[src/rtl/sobel_pixel_streamer.sv]
// Reads a frame from a synchronous-read RAM and streams it in raster order, followed by
// PAD_LINES zero lines, with a downstream stall that holds at most one returning pixel.
module sobel_pixel_streamer #(
    parameter int IMG_W     = 6,
    parameter int IMG_H     = 5,
    parameter int PAD_LINES = 1,
    parameter int ADDR_W    = 16
) (
    input  logic              clk,
    input  logic              rst,
    input  logic              start_i,
    input  logic              stall_i,
    output logic [ADDR_W-1:0] mem_addr_o,
    output logic              mem_rd_o,
    input  logic [7:0]        mem_data_i,
    output logic [7:0]        grayscale_o,
    output logic              done_o,
    output logic              busy_o,
    output logic              frame_done_o
);

    localparam int N     = IMG_W * IMG_H;
    localparam int PN    = PAD_LINES * IMG_W;
    localparam int CNT_W = $clog2(N + PN + 1);

    typedef enum logic [1:0] {IDLE, STREAM, PAD, DONE} state_t;

    state_t             state, state_next;
    logic [ADDR_W-1:0]  rd_cnt;
    logic [CNT_W-1:0]   out_cnt;
    logic [CNT_W-1:0]   pad_cnt;
    logic               rd_pend;
    logic               hold_vld;
    logic [7:0]         hold_data;

    logic rd_issue, emit_hold, emit_mem, emit_img, emit_pad;

    // A pending hold blocks new reads so the held pixel always leaves before younger data.
    assign rd_issue  = (state == STREAM) && (rd_cnt < ADDR_W'(N)) && !stall_i && !hold_vld;
    assign emit_hold = hold_vld && !stall_i;
    assign emit_mem  = rd_pend && !stall_i;
    assign emit_img  = emit_hold || emit_mem;
    assign emit_pad  = (state == PAD) && (pad_cnt < CNT_W'(PN)) && !stall_i;

    assign mem_rd_o     = rd_issue;
    assign mem_addr_o   = rd_cnt;
    assign busy_o       = (state == STREAM) || (state == PAD);
    assign frame_done_o = (state == DONE);

    // NOTE: state_next gets its default before the case so no path leaves it unassigned (no latch).
    always_comb begin
        state_next = state;
        unique case (state)
            IDLE:   if (start_i) state_next = STREAM;
            STREAM: begin
                // Entering PAD together with the last image pixel keeps pad output gapless.
                if (PAD_LINES > 0) begin
                    if (emit_img && out_cnt == CNT_W'(N - 1)) state_next = PAD;
                end else if (out_cnt == CNT_W'(N)) begin
                    state_next = DONE;
                end
            end
            PAD:    if (pad_cnt == CNT_W'(PN)) state_next = DONE;
            DONE:   state_next = IDLE;
            default: state_next = IDLE;
        endcase
    end

    // NOTE: sequential state uses non-blocking assignments so every register samples pre-edge values.
    always_ff @(posedge clk or negedge rst) begin
        if (!rst) begin
            state       <= IDLE;
            rd_cnt      <= '0;
            out_cnt     <= '0;
            pad_cnt     <= '0;
            rd_pend     <= 1'b0;
            hold_vld    <= 1'b0;
            done_o      <= 1'b0;
            grayscale_o <= '0;
        end else begin
            state   <= state_next;
            rd_pend <= rd_issue;
            done_o  <= emit_img || emit_pad;

            if (state == IDLE && start_i) begin
                rd_cnt  <= '0;
                out_cnt <= '0;
                pad_cnt <= '0;
            end else begin
                if (rd_issue) rd_cnt  <= rd_cnt + ADDR_W'(1);
                if (emit_img) out_cnt <= out_cnt + CNT_W'(1);
                if (emit_pad) pad_cnt <= pad_cnt + CNT_W'(1);
            end

            if (rd_pend && stall_i) hold_vld <= 1'b1;
            else if (emit_hold)     hold_vld <= 1'b0;

            if (emit_hold)     grayscale_o <= hold_data;
            else if (emit_mem) grayscale_o <= mem_data_i;
            else if (emit_pad) grayscale_o <= '0;
        end
    end

    // NOTE: hold_data is pure datapath qualified by hold_vld, so it carries no reset.
    always_ff @(posedge clk) begin
        if (rd_pend && stall_i) hold_data <= mem_data_i;
    end

endmodule

[config.mk]
export PLATFORM = sky130hd
export DESIGN_NAME = sobel_pixel_streamer
export DESIGN_NICKNAME = d
export VERILOG_FILES = /design/src/rtl/sobel_pixel_streamer.sv
export SDC_FILE = /design/constraint.sdc
export NUM_CORES = 1
export LEC_CHECK = 0
export CORE_MARGIN = 1.5
export CORE_UTILIZATION = 40
export DETAILED_ROUTE_END_ITERATION = 8
export GPL_TIMING_DRIVEN = 0
export SLEW_MARGIN = 20
export SYNTH_ARGS = -nofsm -noshare
export SYNTH_HDL_FRONTEND = slang
export SYNTH_SLANG_ARGS = --single-unit
[constraint.sdc]
create_clock -name clk -period 1.9 [get_ports clk]
set_input_delay 0.38 -clock clk [delete_from_list [all_inputs] [get_ports clk]]
set_output_delay 0.38 -clock clk [all_outputs]
set_load 0.01 [all_outputs]
==> results.sh, run 1 <==
export IMPL_status="complete, but fails checks"
export IMPL_violations="setup timing"
export IMPL_setup_ws_ps=-127
export IMPL_timing_max_cap_violations=0
export IMPL_core_area_um2=5170
export IMPL_p_per_area_nw_per_um2=1180
export IMPL_root_buffer="clkbuf_8"
export IMPL_gr_usage_met3_pct=4.55
export IMPL_synth_top_area_cell="dfrtp_1"
export IMPL_drtAntennaViolNets=0
export IMPL_num_vias=1561
export IMPL_r2r_cells=7
export IMPL_grt_pass1_vias=1612
export IMPL_grt_remaining_overflow=0
export IMPL_cp_slowest_stage_delay_ps=410
export IMPL_cp_endpoint="mem_rd_o"
export IMPL_die_h_um=76.6
export IMPL_p_leak_nw=1.29
export IMPL_antenna_found_initial=0
export IMPL_grt_pass1_wl_um=7820
export IMPL_use_met2_pct=28.8
export IMPL_reg2reg_from="state[1]"
export IMPL_yosys_top_cells_area="dfrtp_1 47%, edfxtp_1 11%, ha_1 5.8%"
export IMPL_die_area_um2=5870
export IMPL_post_place_ws_ps=-712
export IMPL_path_cells="inv_2 -> ha_4 -> nor4b_4 -> nand2_2 -> nor3_4 -> buf_2"
export IMPL_yosys_most_used_dff="dfrtp_1"
export IMPL_yosys_warnings=0
export IMPL_synth_area_um2=2170
export IMPL_io_pins=40
export IMPL_async_flop_share_pct=83.7
export IMPL_crit_start="state[1]"
export IMPL_slew_violations=0
export IMPL_synth_seq_cells=49
export IMPL_nets=264
export IMPL_firstDrtPassIters=4
export IMPL_clock_path_buffers=2
export IMPL_busiest_layer="met2"
export IMPL_r2r_end="mem_addr_o[3]"
export IMPL_initial_core_util_pct=41.9
export IMPL_p_sw_share_pct=33.1
export IMPL_dp_hpwl_um=3280
export IMPL_drc=0
export IMPL_die_w_um=76.6
export IMPL_synth_top_area_share_pct=47.3
export IMPL_p_comb_share_pct=36.8
export IMPL_cp_slowest_cell="dfrtp_1"
export IMPL_synth_edff_count=8
export IMPL_startpoint_type="flop"
export IMPL_ys_types=38
export IMPL_rrSetupSlack_ps=40
export IMPL_intPower_mw=2.28
export IMPL_tightest_slew_ps=552
export IMPL_clkLatencyLatePin_ps=300
export IMPL_seq_power_share_pct=41.6
export IMPL_critPathKind="flop to output pin"
export IMPL_cp_end_kind="output pin"
export IMPL_relSlewSlack_pct=62.9
export IMPL_required_ps=1520
export IMPL_min_period_ps=2030
export IMPL_switchingPower_mw=1.13
export IMPL_routedWlPerCell_um=15.1
export IMPL_gp_congestion=0.808
export IMPL_io_buffers=39
export IMPL_wirelength_um=4720
export IMPL_gr_usage_all_layers_pct=17.1
export IMPL_synth_avg_cell_area_um2=11.8
export IMPL_clock_power_share_pct=21.7
export IMPL_grtUsageMet1_pct=21.6
export IMPL_finClkSkew_ps=10.4
export IMPL_setup_viol=1
export IMPL_synthCells=183
export IMPL_synthToLayoutAreaGrowth_pct=33.6
export IMPL_grt_setup_unrepaired="true"
export IMPL_cts_tree="done"
export IMPL_cts_sinks=49
export IMPL_cp_max_fo=2
export IMPL_hp_class="flop to flop"
export IMPL_synthTopCellsByCount="41 x dfrtp_1, 23 x nand2_1, 16 x and2_1"
export IMPL_hold_ws_ps=472
export IMPL_yosysSeqAreaShare_pct=58.4
export IMPL_ir_worst_vdd_v=0.000468
export IMPL_grt_max_degree=31
export IMPL_std_cell_rows=26
export IMPL_fin_crit_sh_pct=107
export IMPL_path_clk_slew_ps=90
export IMPL_hold_violations=0
export IMPL_post_drt_via_cell_ratio=4.99
export IMPL_drive_above_1_share_pct=17.3
export IMPL_n_antenna_cell=0
export IMPL_fmax_mhz=493
export IMPL_drtIter0Drc=82
export IMPL_worstPathArrival_ps=1650
export IMPL_dp_cells=293
export IMPL_place_area_um2=2660
export IMPL_stdcell_area_um2=2900
export IMPL_yosysMostFrequentCell="dfrtp_1"
export IMPL_cts_max_level=2
export IMPL_final_cells=313
export IMPL_cts_made_buffers=5
export IMPL_synth_nets=205
==> kinds of logic (layout without fill, tap and decap cells) <==
kind of cell	after synthesis	after routing	share of synthesized area (%)
compound gates	28	28	9.41
xor+xnor	7	7	2.83
fa+ha+maj	10	10	5.77
buf+inv	13	73	2.25
flops	49	49	58.4
mux	1	1	0.519
simple gates	75	75	20.8
==> metrics by stage <==
stage / utilization, % / setup TNS, ps / power [mW]
4_1_cts: 54.9 / -110 / 3.36
6_report: 56.0 / -127 / 3.41
2_1_floorplan: - / 0 / 2.05
5_1_grt: 56.0 / -267 / 3.65
3_3_place_gp: 51.2 / -26070 / 2.47
3_5_place_dp: 51.5 / -3070 / 2.54
==> worst max-delay path: cells and delay by family (launching register included) <==
kind	cells	cell delay [ps]
simple gates	3	570
fa+ha+maj	1	140
flops	1	410
buf+inv	2	240
==> how the worst min path moves through the flow <==
stage                   startpoint        endpoint  slack, ps  cells past startpoint
global placement    grayscale_o[0]  grayscale_o[0]        450                      2
finish              grayscale_o[4]  grayscale_o[4]        470                      2
detailed placement             rst        state[0]        290                      1
CTS                 grayscale_o[4]  grayscale_o[4]        480                      2
global route        grayscale_o[4]  grayscale_o[4]        490                      2
floorplan                      rst          done_o         80                      0
==> power by group through the flow <==
| stage | logic [mW] | registers (mW) | clock network (mW) |
|---|---|---|---|
| finish | 1.26 | 1.42 | 0.739 |
| global route | 1.40 | 1.45 | 0.808 |
| CTS | 1.18 | 1.42 | 0.754 |
| detailed placement | 1.10 | 1.44 | 0 |
| global placement | 1.05 | 1.42 | 0 |
| floorplan | 0.604 | 1.44 | 0 |
==> registers in the layout, summed over array words and instances, names as in the netlist <==
| register | count |
|---|---|
| grayscale_o | 8 |
| out_cnt | 6 |
| hold_data | 8 |
| done_o | 1 |
| hold_vld | 1 |
| state | 2 |
| rd_pend | 1 |
| pad_cnt | 6 |
| mem_addr_o | 16 |
==> routing by layer <==
layer  share of wire (%)  vias up
met5                   0        -
met4                 1.3        0
met3                 3.6        6
met2                  50       41
met1                  45      761
li1                    -      753
==> cell type report <==
type                            count  area [um^2]
Sequential cell                    49         1270
Clock inverter                      2         38.8
Inverter                            8         30.0
Tap cell                           70         87.6
Buffer                              5         20.0
Timing Repair Buffer               52          487
Fill cell                         435         2270
Clock buffer                        6         72.6
Multi-Input combinational cell    121          896
==> layout by cell type (no fill, tap or decap), types with 2 or more instances in the layout <==
cell type,instances
a21oi_1,3
a21oi_2,2
a22oi_1,9
and2_1,16
buf_1,2
buf_2,2
buf_4,10
clkbuf_1,3
clkbuf_2,2
clkbuf_8,5
clkdlybuf4s50_1,34
dfrtp_1,41
dlygate4sd2_1,3
edfxtp_1,8
ha_1,9
inv_1,7
nand2_1,22
nand2_2,2
nand3_1,3
nand4_1,4
nor2_1,8
nor2b_1,2
nor3_1,3
nor4_4,2
o211ai_1,3
o31ai_1,4
xnor2_1,4
xor2_1,3
==> what timing repair did <==
action	in CTS	in global routing
hold endpoints to repair	11	0
setup buffers	6	5
gates resized for setup	12	8
gates cloned	0	0
pin swaps	3	3
endpoints found under the setup margin	4	7
hold buffers	1	0
(Power assumes the default switching activity.)
==> run 2: changes to the inputs <==
--- a/config.mk
+++ b/config.mk
@@ -9,7 +9,9 @@
 export CORE_UTILIZATION = 40
 export DETAILED_ROUTE_END_ITERATION = 8
 export GPL_TIMING_DRIVEN = 0
+export MAX_ROUTING_LAYER = met4
 export SLEW_MARGIN = 20
 export SYNTH_ARGS = -nofsm -noshare
 export SYNTH_HDL_FRONTEND = slang
 export SYNTH_SLANG_ARGS = --single-unit
+export TNS_END_PERCENT = 30
==> results.sh, run 2 (synthesized netlist as in run 1, its figures left out) <==
export IMPL_grt_pass1_wl_um=7780
export IMPL_ir_worst_vdd_v=0.000468
export IMPL_critPathKind="flop to output pin"
export IMPL_std_cell_rows=26
export IMPL_hold_depth=2
export IMPL_timing_max_cap_violations=0
export IMPL_dp_cells=293
export IMPL_initial_core_util_pct=41.9
export IMPL_largest_reg_flops=16
export IMPL_drive_above_1_share_pct=17.3
export IMPL_grt_remaining_overflow=0
export IMPL_clock_path_buffers=2
export IMPL_rrSetupSlack_ps=40
export IMPL_cp_end_kind="output pin"
export IMPL_die_area_um2=5870
export IMPL_cp_slowest_cell="dfrtp_1"
export IMPL_setup_viol=1
export IMPL_grt_max_degree=31
export IMPL_dp_hpwl_um=3280
export IMPL_finClkSkew_ps=11.1
export IMPL_gr_usage_all_layers_pct=17.6
export IMPL_post_place_ws_ps=-712
export IMPL_gp_congestion=0.820
export IMPL_final_common_cell="dfrtp_1"
export IMPL_firstDrtPassIters=4
export IMPL_required_ps=1520
export IMPL_r2r_cells=7
export IMPL_slew_violations=0
export IMPL_p_leak_nw=1.29
export IMPL_routedWlPerCell_um=15.1
export IMPL_grt_pass1_vias=1614
export IMPL_core_area_um2=5170
export IMPL_path_cells="inv_2 -> ha_4 -> nor4b_4 -> nand2_2 -> nor3_4 -> buf_2"
export IMPL_final_cells=313
export IMPL_cts_tree="done"
export IMPL_synthToLayoutAreaGrowth_pct=33.6
export IMPL_hold_start="grayscale_o[4]"
export IMPL_hold_ws_ps=472
export IMPL_clkLatencyLatePin_ps=300
export IMPL_path_buf_inv=2
export IMPL_antenna_found_initial=0
export IMPL_hold_violations=0
export IMPL_relSlewSlack_pct=62.8
export IMPL_fill_cells=435
export IMPL_wirelength_um=4730
export IMPL_tightest_slew_ps=554
export IMPL_io_buffers=39
export IMPL_hp_class="flop to flop"
export IMPL_drc=0
export IMPL_cts_made_buffers=5
export IMPL_num_vias=1568
export IMPL_fmax_mhz=494
export IMPL_die_h_um=76.6
export IMPL_reg2reg_from="state[1]"
export IMPL_grt_setup_unrepaired="true"
export IMPL_startpoint_type="flop"
export IMPL_nets=264
export IMPL_violations="setup timing"
export IMPL_root_buffer="clkbuf_8"
export IMPL_drtAntennaViolNets=0
export IMPL_cp_slowest_stage_delay_ps=410
export IMPL_io_pins=40
export IMPL_fin_crit_sh_pct=107
export IMPL_setup_ws_ps=-126
export IMPL_r2r_end="mem_addr_o[3]"
export IMPL_cts_max_level=2
export IMPL_min_period_ps=2030
export IMPL_status="complete, but fails checks"
export IMPL_hold_end="grayscale_o[4]"
export IMPL_p_per_area_nw_per_um2=1180
export IMPL_cp_max_fo=2
export IMPL_die_w_um=76.6
export IMPL_path_clk_slew_ps=90
export IMPL_drtIter0Drc=76
export IMPL_n_antenna_cell=0
export IMPL_post_route_util_pct=56.0
export IMPL_crit_family="simple AND/OR/NAND/NOR gates"
export IMPL_cts_sinks=49
export IMPL_worstPathArrival_ps=1650
export IMPL_final_cell_mix="41 x dfrtp_1, 34 x clkdlybuf4s50_1, 22 x nand2_1"
export IMPL_post_drt_via_cell_ratio=5.01
export IMPL_power_total_mw=3.42
==> run 2: cell counts in the layout (fill, tap and decap cells not counted) <==
Identical to the previous run, type by type.
==> run 2: cell type report <==
type	count	area (um^2)	area share [%]
multi-input combinational	121	896	30.9
buffer	5	20.0	0.691
inverter	8	30.0	1.04
clock inverter	2	38.8	1.34
timing repair buffer	52	487	16.8
clock buffer	6	72.6	2.50
sequential	49	1270	43.7
tap	70	87.6	3.02
==> run 2: through the flow <==
| stage | setup TNS [ps] | area (um^2) |
|---|---|---|
| floorplan | 0 | 2170 |
| global placement | -26070 | 2650 |
| detailed placement | -3070 | 2660 |
| CTS | -110 | 2840 |
| global route | -256 | 2900 |
| finish | -126 | 2900 |
==> run 2: what timing repair did <==
action                                 CTS  global route
setup buffers                            6             5
pin swaps                                3             3
gates resized for setup                 12             8
setup endpoints to repair                4             7
endpoints found under the hold margin   11             0
hold buffers                             1             0
==> run 2: where the power goes <==
group,total [mW],switching (mW),internal [mW]
clock network,0.741,0.346,0.395
logic,1.26,0.626,0.629
registers,1.42,0.163,1.26
==> run 2: how the worst max path moves through the flow <==
stage | start | endpoint | slack (ps) | cells after the start
2_1_floorplan | state[1] | mem_rd_o | 180 | 5
3_3_place_gp | stall_i | mem_rd_o | -680 | 5
3_5_place_dp | stall_i | mem_rd_o | -710 | 5
4_1_cts | state[1] | mem_rd_o | -110 | 6
5_1_grt | state[1] | mem_rd_o | -210 | 6
6_report | state[1] | mem_rd_o | -130 | 6
==> run 2: worst register-to-register path, delay by kind of cell (launching register included) <==
kind	cells	cell delay, ps
compound gates	1	130
fa+ha+maj	1	140
buf+inv	2	250
flops	1	410
simple gates	3	860
==> run 2: layer usage <==
metal | wire length (um) | track usage [%]
met3 | 177 | 4.55
met4 | 60 | 5.37
met5 | 0 | -
met2 | 2370 | 29.0
met1 | 2120 | 21.3
